==> src/rtl/apb_master_if.sv <==
// Processor-side command/response port and APB requester signals of apb_master.
// The master modport is the apb_master view; slave is the command source and APB responder side.
interface apb_master_if #(
   parameter int unsigned ADDR_WIDTH = 4,
   parameter int unsigned DATA_WIDTH = 4
);
   logic                  cmd_valid_i;
   logic                  cmd_ready_o;
   logic                  cmd_write_i;
   logic [ADDR_WIDTH-1:0] cmd_addr_i;
   logic [DATA_WIDTH-1:0] cmd_wdata_i;
   logic                  rsp_valid_o;
   logic [DATA_WIDTH-1:0] rsp_rdata_o;
   logic                  rsp_err_o;
   logic                  rsp_timeout_o;
   logic                  psel_o;
   logic                  penable_o;
   logic                  pwrite_o;
   logic [ADDR_WIDTH-1:0] paddr_o;
   logic [DATA_WIDTH-1:0] pwdata_o;
   logic [DATA_WIDTH-1:0] prdata_i;
   logic                  pready_i;
   logic                  pslverr_i;

   modport master (
      input  cmd_valid_i, cmd_write_i, cmd_addr_i, cmd_wdata_i, prdata_i, pready_i, pslverr_i,
      output cmd_ready_o, rsp_valid_o, rsp_rdata_o, rsp_err_o, rsp_timeout_o,
      output psel_o, penable_o, pwrite_o, paddr_o, pwdata_o
   );

   modport slave (
      output cmd_valid_i, cmd_write_i, cmd_addr_i, cmd_wdata_i, prdata_i, pready_i, pslverr_i,
      input  cmd_ready_o, rsp_valid_o, rsp_rdata_o, rsp_err_o, rsp_timeout_o,
      input  psel_o, penable_o, pwrite_o, paddr_o, pwdata_o
   );
endinterface

==> src/rtl/apb_master.sv <==
// Single-outstanding APB requester: IDLE -> SETUP -> ACCESS, all outputs registered.
// Define APB_MASTER_TIMEOUT_EN to force termination after TIMEOUT_CYCLES ACCESS cycles.
module apb_master #(
   parameter int unsigned ADDR_WIDTH     = 4,
   parameter int unsigned DATA_WIDTH     = 4,
   parameter int unsigned TIMEOUT_CYCLES = 16
) (
   input logic          pclk_i,
   input logic          prst_i,
   apb_master_if.master bus
);

   typedef enum logic [1:0] {StIdle, StSetup, StAccess} state_e;

   if (TIMEOUT_CYCLES < 1) begin : g_bad_timeout
      $error("TIMEOUT_CYCLES must be at least 1");
   end

   state_e                state_q, state_d;
   logic                  cmd_ready_q, cmd_ready_d;
   logic                  psel_q, psel_d;
   logic                  penable_q, penable_d;
   logic                  pwrite_q, pwrite_d;
   logic [ADDR_WIDTH-1:0] paddr_q, paddr_d;
   logic [DATA_WIDTH-1:0] pwdata_q, pwdata_d;
   logic                  rsp_valid_q, rsp_valid_d;
   logic [DATA_WIDTH-1:0] rsp_rdata_q, rsp_rdata_d;
   logic                  rsp_err_q, rsp_err_d;

`ifdef APB_MASTER_TIMEOUT_EN
   localparam int unsigned CntWidth = (TIMEOUT_CYCLES > 1) ? $clog2(TIMEOUT_CYCLES) : 1;
   localparam logic [CntWidth-1:0] TimeoutMax = CntWidth'(TIMEOUT_CYCLES - 1);

   logic [CntWidth-1:0] cnt_q, cnt_d;
   logic                rsp_timeout_q, rsp_timeout_d;
`endif

   always_comb begin
      state_d     = state_q;
      cmd_ready_d = cmd_ready_q;
      psel_d      = psel_q;
      penable_d   = penable_q;
      pwrite_d    = pwrite_q;
      paddr_d     = paddr_q;
      pwdata_d    = pwdata_q;
      rsp_valid_d = 1'b0;
      rsp_rdata_d = rsp_rdata_q;
      rsp_err_d   = rsp_err_q;
`ifdef APB_MASTER_TIMEOUT_EN
      cnt_d         = cnt_q;
      rsp_timeout_d = rsp_timeout_q;
`endif
      case (state_q)
         StIdle: begin
            if (bus.cmd_valid_i) begin
               state_d     = StSetup;
               cmd_ready_d = 1'b0;
               psel_d      = 1'b1;
               penable_d   = 1'b0;
               pwrite_d    = bus.cmd_write_i;
               paddr_d     = bus.cmd_addr_i;
               pwdata_d    = bus.cmd_wdata_i;
            end
         end
         StSetup: begin
            state_d   = StAccess;
            penable_d = 1'b1;
`ifdef APB_MASTER_TIMEOUT_EN
            cnt_d = '0;
`endif
         end
         StAccess: begin
            // A real ready wins over a timeout landing in the same cycle.
            if (bus.pready_i) begin
               state_d     = StIdle;
               cmd_ready_d = 1'b1;
               psel_d      = 1'b0;
               penable_d   = 1'b0;
               rsp_valid_d = 1'b1;
               rsp_rdata_d = pwrite_q ? '0 : bus.prdata_i;
               rsp_err_d   = bus.pslverr_i;
`ifdef APB_MASTER_TIMEOUT_EN
               rsp_timeout_d = 1'b0;
`endif
            end
`ifdef APB_MASTER_TIMEOUT_EN
            else if (cnt_q == TimeoutMax) begin
               state_d       = StIdle;
               cmd_ready_d   = 1'b1;
               psel_d        = 1'b0;
               penable_d     = 1'b0;
               rsp_valid_d   = 1'b1;
               rsp_rdata_d   = '0;
               rsp_err_d     = 1'b1;
               rsp_timeout_d = 1'b1;
            end else begin
               cnt_d = cnt_q + 1'b1;
            end
`endif
         end
         default: state_d = StIdle;
      endcase
   end

   always_ff @(posedge pclk_i or posedge prst_i) begin
      if (prst_i) begin
         state_q     <= StIdle;
         cmd_ready_q <= 1'b1;
         psel_q      <= 1'b0;
         penable_q   <= 1'b0;
         pwrite_q    <= 1'b0;
         paddr_q     <= '0;
         pwdata_q    <= '0;
         rsp_valid_q <= 1'b0;
         rsp_rdata_q <= '0;
         rsp_err_q   <= 1'b0;
      end else begin
         state_q     <= state_d;
         cmd_ready_q <= cmd_ready_d;
         psel_q      <= psel_d;
         penable_q   <= penable_d;
         pwrite_q    <= pwrite_d;
         paddr_q     <= paddr_d;
         pwdata_q    <= pwdata_d;
         rsp_valid_q <= rsp_valid_d;
         rsp_rdata_q <= rsp_rdata_d;
         rsp_err_q   <= rsp_err_d;
      end
   end

`ifdef APB_MASTER_TIMEOUT_EN
   always_ff @(posedge pclk_i or posedge prst_i) begin
      if (prst_i) begin
         cnt_q         <= '0;
         rsp_timeout_q <= 1'b0;
      end else begin
         cnt_q         <= cnt_d;
         rsp_timeout_q <= rsp_timeout_d;
      end
   end

   assign bus.rsp_timeout_o = rsp_timeout_q;
`else
   assign bus.rsp_timeout_o = 1'b0;
`endif

   assign bus.cmd_ready_o = cmd_ready_q;
   assign bus.psel_o      = psel_q;
   assign bus.penable_o   = penable_q;
   assign bus.pwrite_o    = pwrite_q;
   assign bus.paddr_o     = paddr_q;
   assign bus.pwdata_o    = pwdata_q;
   assign bus.rsp_valid_o = rsp_valid_q;
   assign bus.rsp_rdata_o = rsp_rdata_q;
   assign bus.rsp_err_o   = rsp_err_q;

endmodule

==> src/flat_wrapper.sv <==
// flat-port wrapper written by rule: the top's interface ports become plain ports
module apb_master_flat 
#(
   parameter int unsigned ADDR_WIDTH     = 4,
   parameter int unsigned DATA_WIDTH     = 4,
   parameter int unsigned TIMEOUT_CYCLES = 16
)
  (pclk_i, prst_i, bus_cmd_valid_i, bus_cmd_write_i, bus_cmd_addr_i, bus_cmd_wdata_i, bus_prdata_i, bus_pready_i, bus_pslverr_i, bus_cmd_ready_o, bus_rsp_valid_o, bus_rsp_rdata_o, bus_rsp_err_o, bus_rsp_timeout_o, bus_psel_o, bus_penable_o, bus_pwrite_o, bus_paddr_o, bus_pwdata_o);
  apb_master_if #(.ADDR_WIDTH(ADDR_WIDTH), .DATA_WIDTH(DATA_WIDTH)) bus_i ();
  input logic pclk_i;
  input logic prst_i;
  input wire logic [$bits(bus_i.cmd_valid_i)-1:0] bus_cmd_valid_i;
  input wire logic [$bits(bus_i.cmd_write_i)-1:0] bus_cmd_write_i;
  input wire logic [$bits(bus_i.cmd_addr_i)-1:0] bus_cmd_addr_i;
  input wire logic [$bits(bus_i.cmd_wdata_i)-1:0] bus_cmd_wdata_i;
  input wire logic [$bits(bus_i.prdata_i)-1:0] bus_prdata_i;
  input wire logic [$bits(bus_i.pready_i)-1:0] bus_pready_i;
  input wire logic [$bits(bus_i.pslverr_i)-1:0] bus_pslverr_i;
  output wire logic [$bits(bus_i.cmd_ready_o)-1:0] bus_cmd_ready_o;
  output wire logic [$bits(bus_i.rsp_valid_o)-1:0] bus_rsp_valid_o;
  output wire logic [$bits(bus_i.rsp_rdata_o)-1:0] bus_rsp_rdata_o;
  output wire logic [$bits(bus_i.rsp_err_o)-1:0] bus_rsp_err_o;
  output wire logic [$bits(bus_i.rsp_timeout_o)-1:0] bus_rsp_timeout_o;
  output wire logic [$bits(bus_i.psel_o)-1:0] bus_psel_o;
  output wire logic [$bits(bus_i.penable_o)-1:0] bus_penable_o;
  output wire logic [$bits(bus_i.pwrite_o)-1:0] bus_pwrite_o;
  output wire logic [$bits(bus_i.paddr_o)-1:0] bus_paddr_o;
  output wire logic [$bits(bus_i.pwdata_o)-1:0] bus_pwdata_o;
  assign bus_i.cmd_valid_i = bus_cmd_valid_i;
  assign bus_i.cmd_write_i = bus_cmd_write_i;
  assign bus_i.cmd_addr_i = bus_cmd_addr_i;
  assign bus_i.cmd_wdata_i = bus_cmd_wdata_i;
  assign bus_i.prdata_i = bus_prdata_i;
  assign bus_i.pready_i = bus_pready_i;
  assign bus_i.pslverr_i = bus_pslverr_i;
  assign bus_cmd_ready_o = bus_i.cmd_ready_o;
  assign bus_rsp_valid_o = bus_i.rsp_valid_o;
  assign bus_rsp_rdata_o = bus_i.rsp_rdata_o;
  assign bus_rsp_err_o = bus_i.rsp_err_o;
  assign bus_rsp_timeout_o = bus_i.rsp_timeout_o;
  assign bus_psel_o = bus_i.psel_o;
  assign bus_penable_o = bus_i.penable_o;
  assign bus_pwrite_o = bus_i.pwrite_o;
  assign bus_paddr_o = bus_i.paddr_o;
  assign bus_pwdata_o = bus_i.pwdata_o;
  apb_master #(.ADDR_WIDTH(ADDR_WIDTH), .DATA_WIDTH(DATA_WIDTH), .TIMEOUT_CYCLES(TIMEOUT_CYCLES)) u_core (.pclk_i(pclk_i), .prst_i(prst_i), .bus(bus_i));
endmodule
==> config.mk <==
export PLATFORM = sky130hd
export DESIGN_NAME = apb_master_flat
export DESIGN_NICKNAME = d
export VERILOG_FILES = /design/src/rtl/apb_master_if.sv /design/src/rtl/apb_master.sv /design/src/flat_wrapper.sv
export SDC_FILE = /design/constraint.sdc
export NUM_CORES = 1
export LEC_CHECK = 0
export ABC_AREA = 0
export ABC_CLOCK_PERIOD_IN_PS = 1860
export BUFFER_PORTS_ARGS = -buffer_cell sky130_fd_sc_hd__buf_2
export CORE_UTILIZATION = 48
export CTS_CLUSTER_DIAMETER = 30
export CTS_CLUSTER_SIZE = 8
export DETAILED_ROUTE_END_ITERATION = 7
export PLACE_DENSITY = 0.84
export SKIP_CTS_REPAIR_TIMING = 1
export SLEW_MARGIN = 5
export SYNTH_ARGS = -nofsm -noshare
export SYNTH_HDL_FRONTEND = slang
export SYNTH_SLANG_ARGS = --single-unit
==> constraint.sdc <==
create_clock -name pclk_i -period 1.86 [get_ports pclk_i]
set_input_delay 0.093 -clock pclk_i [delete_from_list [all_inputs] [get_ports pclk_i]]
set_output_delay 0.093 -clock pclk_i [all_outputs]
set_load 0.01 [all_outputs]
After elaboration in Yosys (flattened, before gate mapping)

Cells that the tools add are included.

Register bits: 20

Equal/unequal tests: 4
Mux-type cells: 13
Reduce and logical (&&, ||, !) cells: 8

Operator list:

| operator             | number |
|---|---|
| $mux W1              | 6 |
| $pmux W2 S3          | 1 |
| $reduce_and A2 Y1    | 3 |
| $reduce_and A3 Y1    | 2 |
| $mux W2              | 2 |
| $mux W4              | 1 |
| $ne A2 B2 Y1 const B | 2 |
| $pmux W1 S2          | 2 |
| $pmux W1 S3          | 1 |
| $reduce_bool A3 Y1   | 1 |
| $eq A2 B1 Y1 const B | 1 |
| $eq A2 B2 Y1 const B | 1 |
| $logic_not A2 Y1     | 1 |
| $reduce_bool A2 Y1   | 1 |

Depth between registers and ports, before layout

Gate-level depths: netlist of run 1.

Word-level depth: 3
Depth in mapped cells: 4

Worst setup path before layout of run 1

OpenSTA, ideal clock, no wires.

Kind: register to register
Start point: register u_core.state_q[0]
End point: register u_core.paddr_q[0] (netlist: u_core.bus.paddr_o[0])
Library setup time: 0.125 ns
Arrival time: 1.035 ns
Path slack: 0.700 ns
Stages on the path, launching flop included: 4
Buffers on the path: 0
Period minus slack after synthesis: 1.160 ns
Path through: dfrtp_1 nand2b_4 nor2_8 mux2_2

Longest elaborated chain between the ends: 2

RTL lines:

| element                     | RTL line          | RTL |
|---|---|---|
| start: declaration          | apb_master.sv:19  | `state_e state_q, state_d;` |
| start signal: assignment    | apb_master.sv:107 | `state_q <= StIdle;` |
| start signal: assignment    | apb_master.sv:118 | `state_q <= state_d;` |
| $logic_not A2 Y1            | apb_master.sv:53  | `case (state_q)` |
| $reduce_and A2 Y1 (no line) | --                |  |
| end signal: assignment      | apb_master.sv:123 | `paddr_q <= paddr_d;` |
| end: declaration            | apb_master.sv:24  | `logic [ADDR_WIDTH-1:0] paddr_q, paddr_d;` |

Every way passes these cells.
A chain may end at the register's enable or synchronous reset.

Final worst setup path of run 1

Start point: register u_core.state_q[0]
End point: register u_core.pwdata_q[2] (netlist: u_core.bus.pwdata_o[2])

Longest elaborated chain between the ends: 2

RTL lines:

| element                     | RTL line          | RTL |
|---|---|---|
| $logic_not A2 Y1            | apb_master.sv:53  |  |
| $reduce_and A2 Y1 (no line) | --                |  |
| end signal: assignment      | apb_master.sv:124 | `pwdata_q <= pwdata_d;` |
| end: declaration            | apb_master.sv:25  | `logic [DATA_WIDTH-1:0] pwdata_q, pwdata_d;` |

Every way passes these cells.

==> impl_metrics.csv, run 1 <==
group,metric,value,unit
finish,postLayoutCellArea,1050,sq um
worst_hold_path,hold_end,"u_core.bus.pwrite_o$_DFFE_PP0P_",
floorplan,io-pin-count,37,
routing,top_layer_used,"met4",
finish,final_core_utilization,67.5,%
routing,first_iter_violations,2,
logic_synthesis,synth.distinct_cells,16,
routing,drt_pre_antenna_iters,2,
finish,count_of_antenna_diodes_in_the_layout,0,
logic_synthesis,synth-seq-area-share,60.5,%
power,power,1.70,mW
power,p_leak,0.556,nW
logic_synthesis,area_share_of_the_largest_cell_type_after_synthesis,57.3,%
cts,clock_path_buffers,2,
cts,clkSinkCount,20,
timing,grt_setup_unrepaired,"no",
timing,final_clock_period_utilization_by_the_worst_path,67.6,%
cts,reg_clk_slew_reported_paths,0.11,ns
routing,via_count,589,
worst_setup_path,worstReg2RegEnd,"u_core.bus.pwdata_o[2]$_DFFE_PP0P_",
routing,avgRoutedWirePerCell,12.4,microns
timing,maxClockFrequency,795,MHz
routing,ant_nets,0,
flow_run,cap_violations,0,
worst_setup_path,critical_path.max_fanout,10,
worst_hold_path,hold_path_class,"in2reg",
finish,nets,122,
placement,gp_congestion,0.760,
worst_setup_path,reg2reg_from,"u_core.state_q[0]$_DFFE_PP0P_",
worst_setup_path,timing.critical_path.required,2.05,ns
logic_synthesis,synth_area_leader_cell,"sky130_fd_sc_hd__dfrtp_1",
global_route,grt_pass1_vias,573,
worst_hold_path,holdCritStartpoint,"bus_cmd_write_i",
logic_synthesis,share_of_synthesized_registers_carrying_an_async_set_or_reset,100,%
cts,cts-htree-levels,1,
logic_synthesis,synthFlopType,"sky130_fd_sc_hd__dfrtp_1",
power,ir_drop_worst_vdd,0.978,mV
power,total_power_density_per_cell_area,1620,nW/um^2
timing,fin_setup_tns,0,ns
logic_synthesis,synth.avg_cell_area,12.8,sq um
timing,fin_crit,1.26,ns
floorplan,die_height,43.6,microns
routing,route.layer.met1.wl,611,microns
floorplan,die_w,43.6,microns
global_route,global_route.usage.total,19.0,%
timing,fin_worst_skew,0.00357,ns
worst_setup_path,critical_path.startpoint_type,"flop",
cts,tritoncts_clock_tree,"yes",
worst_setup_path,critPathCaptureType,"flop",
logic_synthesis,yosys_warnings,0,
worst_setup_path,rr_worst_depth,3,
timing,slew_headroom,50.4,%
routing,routed-wl-met3,78,microns
finish,layout-drive-gt1-share,51.5,%
floorplan,fp-row-count,14,
timing,max_slew_violation_total_from_the_final_report,0,
routing,post_drt_via_cell_ratio,4.95,
logic_synthesis,synth_most_common_cell,"sky130_fd_sc_hd__dfrtp_1",
placement,placement.cell_area,1010,sq um
logic_synthesis,synth-seq-cells,20,
floorplan,floorplan.initialDensity,53.2,%
routing,route.final.wire_length,1470,microns
routing,detailroute.wirelength.met2,741,microns
timing,report.final.hold_viol_count,0,
global_route,grt_antenna_before_repair,0,
cts,cts_made_buffers,3,
placement,detailed_place_hpwl,1060,microns
logic_synthesis,syn-cell-area,830,sq um
global_route,globalRoute.totalOverflow,0,
timing,timing_worst_slew_pin_value,0.743,ns
routing,drc,0,
placement,portBuffers,35,
logic_synthesis,synth.area.top_cells,"sky130_fd_sc_hd__dfrtp_1, sky130_fd_sc_hd__mux2_2, sky130_fd_sc_hd__nand2b_1, sky130_fd_sc_hd__o21ai_0, sky130_fd_sc_hd__dfstp_2",
status,status,"finished clean",
floorplan,fp.dieArea,1900,sq um
cts,root_buffer,"sky130_fd_sc_hd__clkbuf_4",
worst_setup_path,cp_data_arrival_time,1.45,ns
floorplan,placeableCoreArea,1560,sq um
global_route,largest_net_degree_at_the_start_of_global_routing,21,
logic_synthesis,ys_top_cells_by_count,"sky130_fd_sc_hd__dfrtp_1, sky130_fd_sc_hd__mux2_2, sky130_fd_sc_hd__nand2_1, sky130_fd_sc_hd__nand2b_1, sky130_fd_sc_hd__o21ai_0",
cts,worst_skew_pair.late_latency,0.30,ns
logic_synthesis,synth_edf_count,0,
finish,final.fill_count,132,
worst_setup_path,crit_type,"reg2reg",
worst_hold_path,timing.hold.worst_path_depth,2,
logic_synthesis,postSynthCellCount,65,
finish,synthToLayoutAreaGrowth,26.8,%
timing,setup-violations-final,0,
worst_setup_path,r2r_setup_slack,0.60,ns
global_route,grt_pass1_wl,2460,microns
logic_synthesis,net_count_synth,83,
-- layer usage --
metal,track usage [%],vias up
li1,-,287
met1,21.8,275
met2,30.1,23
met3,5.42,4
met4,13.8,0
met5,0,-
-- worst max-delay path, stage by stage (launching register included) --
cell and delay [ns]:
sky130_fd_sc_hd__dfrtp_1 0.43, sky130_fd_sc_hd__nand2b_4 0.18, sky130_fd_sc_hd__nor2_8 0.17, sky130_fd_sc_hd__mux2_2 0.36
-- cell type report --
cell class / instances / area [sq um] / area share [%]
timing repair buffer: 36 / 185 / 17.6
clock buffer: 4 / 36.3 / 3.45
tap: 16 / 20.0 / 1.90
inverter: 4 / 15.0 / 1.43
multi-input combinational: 39 / 294 / 27.9
sequential: 20 / 502 / 47.7
-- registers in the layout, indices dropped and copies added (netlist names) --
name,flops
u_core.bus.paddr_o,4
u_core.bus.penable_o,1
u_core.bus.pwdata_o,4
u_core.bus.rsp_rdata_o,4
u_core.bus.rsp_valid_o,1
u_core.bus.rsp_err_o,1
u_core.bus.psel_o,1
u_core.state_q,2
u_core.bus.pwrite_o,1
u_core.bus.cmd_ready_o,1
-- cell families after synthesis --
group | Yosys count | synth area share (%)
AOI/OAI and AO/OA | 11 | 6.64
buffers and inverters | 6 | 4.07
DFF | 20 | 60.5
muxes | 10 | 13.6
other | 1 | 0.452
and+or+nand+nor | 17 | 14.8
-- how the worst max path moves through the flow --
| stage | start | end | slack, ns | cells after the start |
|---|---|---|---|---|
| 6_report | u_core.state_q[0]$_DFFE_PP0P_ | u_core.bus.pwdata_o[2]$_DFFE_PP0P_ | 0.60 | 3 |
| 5_1_grt | u_core.state_q[0]$_DFFE_PP0P_ | u_core.bus.pwdata_o[2]$_DFFE_PP0P_ | 0.56 | 3 |
| 3_5_place_dp | u_core.state_q[0]$_DFFE_PP0P_ | u_core.bus.paddr_o[3]$_DFFE_PP0P_ | 0.62 | 3 |
| 3_3_place_gp | u_core.state_q[0]$_DFFE_PP0P_ | u_core.bus.paddr_o[3]$_DFFE_PP0P_ | 0.65 | 3 |
| 4_1_cts | u_core.state_q[0]$_DFFE_PP0P_ | u_core.bus.pwdata_o[2]$_DFFE_PP0P_ | 0.59 | 3 |
| 2_1_floorplan | u_core.state_q[0]$_DFFE_PP0P_ | u_core.bus.paddr_o[0]$_DFFE_PP0P_ | 0.70 | 3 |
-- cells in the final DEF (no fill, tap or decap) --
cell type	n
sky130_fd_sc_hd__conb_1	1
sky130_fd_sc_hd__buf_2	35
sky130_fd_sc_hd__nand3b_4	1
sky130_fd_sc_hd__o21ai_0	6
sky130_fd_sc_hd__nand2b_4	1
sky130_fd_sc_hd__nor2_1	1
sky130_fd_sc_hd__nand2_1	6
sky130_fd_sc_hd__dfstp_2	1
sky130_fd_sc_hd__nor2_8	1
sky130_fd_sc_hd__a21oi_1	5
sky130_fd_sc_hd__mux2_2	10
sky130_fd_sc_hd__nand2b_1	6
sky130_fd_sc_hd__clkbuf_8	1
sky130_fd_sc_hd__nand3_1	1
sky130_fd_sc_hd__dlygate4sd3_1	1
sky130_fd_sc_hd__clkbuf_4	3
sky130_fd_sc_hd__dfrtp_1	19
sky130_fd_sc_hd__inv_1	4
-- stage by stage --
step / cells / worst slack, ns / hold slack (ns)
finish: 119 / 0.603 / 0.0169
CTS: 118 / 0.590 / -0.0771
global placement: 114 / 0.649 / 0.239
detailed placement: 114 / 0.621 / 0.262
floorplan: 65 / 0.700 / 0.0561
global route: 119 / 0.561 / 0.00973
-- power by group --
| part | internal (mW) | switching [mW] | leakage [nW] | total [mW] |
|---|---|---|---|---|
| logic | 0.344 | 0.309 | 0.294 | 0.653 |
| clock network | 0.119 | 0.131 | 0.0210 | 0.250 |
| registers | 0.648 | 0.152 | 0.241 | 0.800 |
| total | 1.11 | 0.592 | 0.556 | 1.70 |
No activity file was read; power rests on OpenSTA's default activity.
==> run 2, diff against run 1 <==
--- a/config.mk
+++ b/config.mk
@@ -6,13 +6,13 @@
 export NUM_CORES = 1
 export LEC_CHECK = 0
 export ABC_AREA = 0
-export ABC_CLOCK_PERIOD_IN_PS = 1860
+export ABC_CLOCK_PERIOD_IN_PS = 1200
 export BUFFER_PORTS_ARGS = -buffer_cell sky130_fd_sc_hd__buf_2
-export CORE_UTILIZATION = 48
+export CORE_UTILIZATION = 45
 export CTS_CLUSTER_DIAMETER = 30
 export CTS_CLUSTER_SIZE = 8
 export DETAILED_ROUTE_END_ITERATION = 7
-export PLACE_DENSITY = 0.84
+export PLACE_DENSITY = 0.8
 export SKIP_CTS_REPAIR_TIMING = 1
 export SLEW_MARGIN = 5
 export SYNTH_ARGS = -nofsm -noshare
==> constraint.sdc (replaced) <==
create_clock -name pclk_i -period 1.2 [get_ports pclk_i]
set_input_delay 0.06 -clock pclk_i [delete_from_list [all_inputs] [get_ports pclk_i]]
set_output_delay 0.06 -clock pclk_i [all_outputs]
set_load 0.01 [all_outputs]
==> impl_metrics.csv, run 2 (same netlist as run 1, synthesis figures left out) <==
group,metric,value,unit
status,status,"finished with violations",
status,failed_checks,"negative setup slack",
timing,grt_setup_unrepaired,"yes",
routing,route.final.wire_length,1670,microns
cts,reg_clk_slew_reported_paths,0.10,ns
routing,post_drt_via_cell_ratio,4.60,
finish,mostFrequentLayoutCell,"sky130_fd_sc_hd__buf_2",
routing,drc,0,
power,seq_power_share,45.0,%
finish,layout-drive-gt1-share,50.9,%
floorplan,io-pin-count,37,
power,ir_drop_worst_vdd,1.40,mV
floorplan,fp-row-count,15,
global_route,grt_pass1_wl,2220,microns
timing,fin_crit,1.22,ns
finish,nets,133,
power,p_int,1.78,mW
power,p_leak,0.611,nW
finish,synthToLayoutAreaGrowth,41.2,%
cts,clock_path_buffers,2,
routing,first_iter_violations,3,
timing,finalWorstSetupSlack,-0.0188,ns
power,clock_power_share,11.5,%
placement,portBuffers,35,
worst_setup_path,timing.critical_path.required,1.38,ns
worst_setup_path,crit_type,"reg2reg",
routing,via_count,639,
power,total_power_density_per_cell_area,2340,nW/um^2
floorplan,fp.dieArea,2020,sq um
cts,clkSinkCount,20,
worst_setup_path,critical_path.startpoint_type,"flop",
cts,tritoncts_clock_tree,"yes",
timing,final_clock_period_utilization_by_the_worst_path,102,%
worst_setup_path,cp_data_arrival_time,1.40,ns
finish,final_core_utilization,67.8,%
global_route,grt_antenna_before_repair,0,
timing,worst_slack_on_hold_paths,0.00112,ns
worst_setup_path,r2r_setup_slack,-0.02,ns
routing,avgRoutedWirePerCell,12.0,microns
routing,ant_nets,0,
global_route,grt_pass1_vias,549,
placement,detailed_place_hpwl,1080,microns
timing,maxClockFrequency,820,MHz
floorplan,floorplan.initialDensity,48.0,%
routing,drt_pre_antenna_iters,3,
timing,setup-violations-final,4,
timing,fin_worst_skew,0.00596,ns
floorplan,die_w,44.9,microns
power,switching_share,34.9,%
worst_setup_path,critical_path.max_fanout,5,
global_route,global_route.usage.total,15.5,%
cts,root_buffer,"sky130_fd_sc_hd__clkbuf_4",
flow_run,cap_violations,0,
placement,gp_congestion,0.701,
worst_hold_path,hold_path_class,"in2reg",
power,combinational_share_of_power,43.6,%
finish,count_of_antenna_diodes_in_the_layout,0,
floorplan,placeableCoreArea,1730,sq um
cts,cts_made_buffers,3,
finish,final_cell_mix,"sky130_fd_sc_hd__buf_2, sky130_fd_sc_hd__dfrtp_1, sky130_fd_sc_hd__dlygate4sd3_1",
worst_setup_path,critPathCaptureType,"flop",
cts,worst_skew_pair.late_latency,0.29,ns
timing,report.final.hold_viol_count,0,
power,p_sw,958,uW
global_route,largest_net_degree_at_the_start_of_global_routing,21,
floorplan,die_height,44.9,microns
timing,max_slew_violation_total_from_the_final_report,0,
global_route,globalRoute.totalOverflow,0,
cts,cts-htree-levels,1,
==> run 2: worst max-delay path, cell delays in order (launching register included) <==
cell	delay [ns]
sky130_fd_sc_hd__dfrtp_1	0.40
sky130_fd_sc_hd__nand2b_4	0.18
sky130_fd_sc_hd__nor2_4	0.21
sky130_fd_sc_hd__mux2_4	0.32
==> run 2: path summary, 6_finish.rpt <==
path                                                          to  cells past startpoint                                   from
max in group asynchronous     u_core.bus.cmd_ready_o$_DFFE_PP1P_                      4                                 prst_i
min                           u_core.bus.pwdata_o[1]$_DFFE_PP0P_                      2                     bus_cmd_wdata_i[1]
max reg2reg                   u_core.bus.pwdata_o[2]$_DFFE_PP0P_                      3          u_core.state_q[0]$_DFFE_PP0P_
max                           u_core.bus.pwdata_o[2]$_DFFE_PP0P_                      3          u_core.state_q[0]$_DFFE_PP0P_
min in group asynchronous       u_core.bus.rsp_err_o$_DFFE_PP0P_                      4                                 prst_i
min reg2reg                u_core.bus.rsp_rdata_o[3]$_DFFE_PP0P_                      2  u_core.bus.rsp_rdata_o[3]$_DFFE_PP0P_
==> run 2: area by class of cell <==
class	instances	area (sq um)
fill	147	556
multi-input combinational	40	320
tap	25	31.3
inverter	4	15.0
sequential	20	503
timing repair buffer	46	275
clock buffer	4	26.3
==> run 2: stage by stage <==
stage	std cells	cell area, sq um	setup TNS, ns	total power, mW	setup slack (ns)
global route	139	1170	-0.227	2.96	-0.0427
CTS	130	1070	-0.00576	2.63	-0.00576
global placement	126	1040	0	2.27	0.0470
detailed placement	126	1040	0	2.32	0.00983
finish	139	1170	-0.0529	2.74	-0.0188
floorplan	65	830	0	1.90	0.0403
==> run 2: layer usage <==
layer / share of wire [%] / track usage [%] / vias to the layer above
li1: - / - / 312
met1: 41 / 19.4 / 304
met2: 53 / 24.9 / 21
met3: 4.7 / 2.80 / 2
met4: 1.3 / 9.09 / 0
met5: 0 / 0 / -
==> run 2: power groups by stage <==
stage | clock, mW | sequential, mW | combinational (mW)
6_report | 0.314 | 1.23 | 1.19
3_3_place_gp | 0 | 1.21 | 1.06
3_5_place_dp | 0 | 1.23 | 1.09
5_1_grt | 0.363 | 1.29 | 1.31
2_1_floorplan | 0 | 1.33 | 0.568
4_1_cts | 0.325 | 1.21 | 1.10
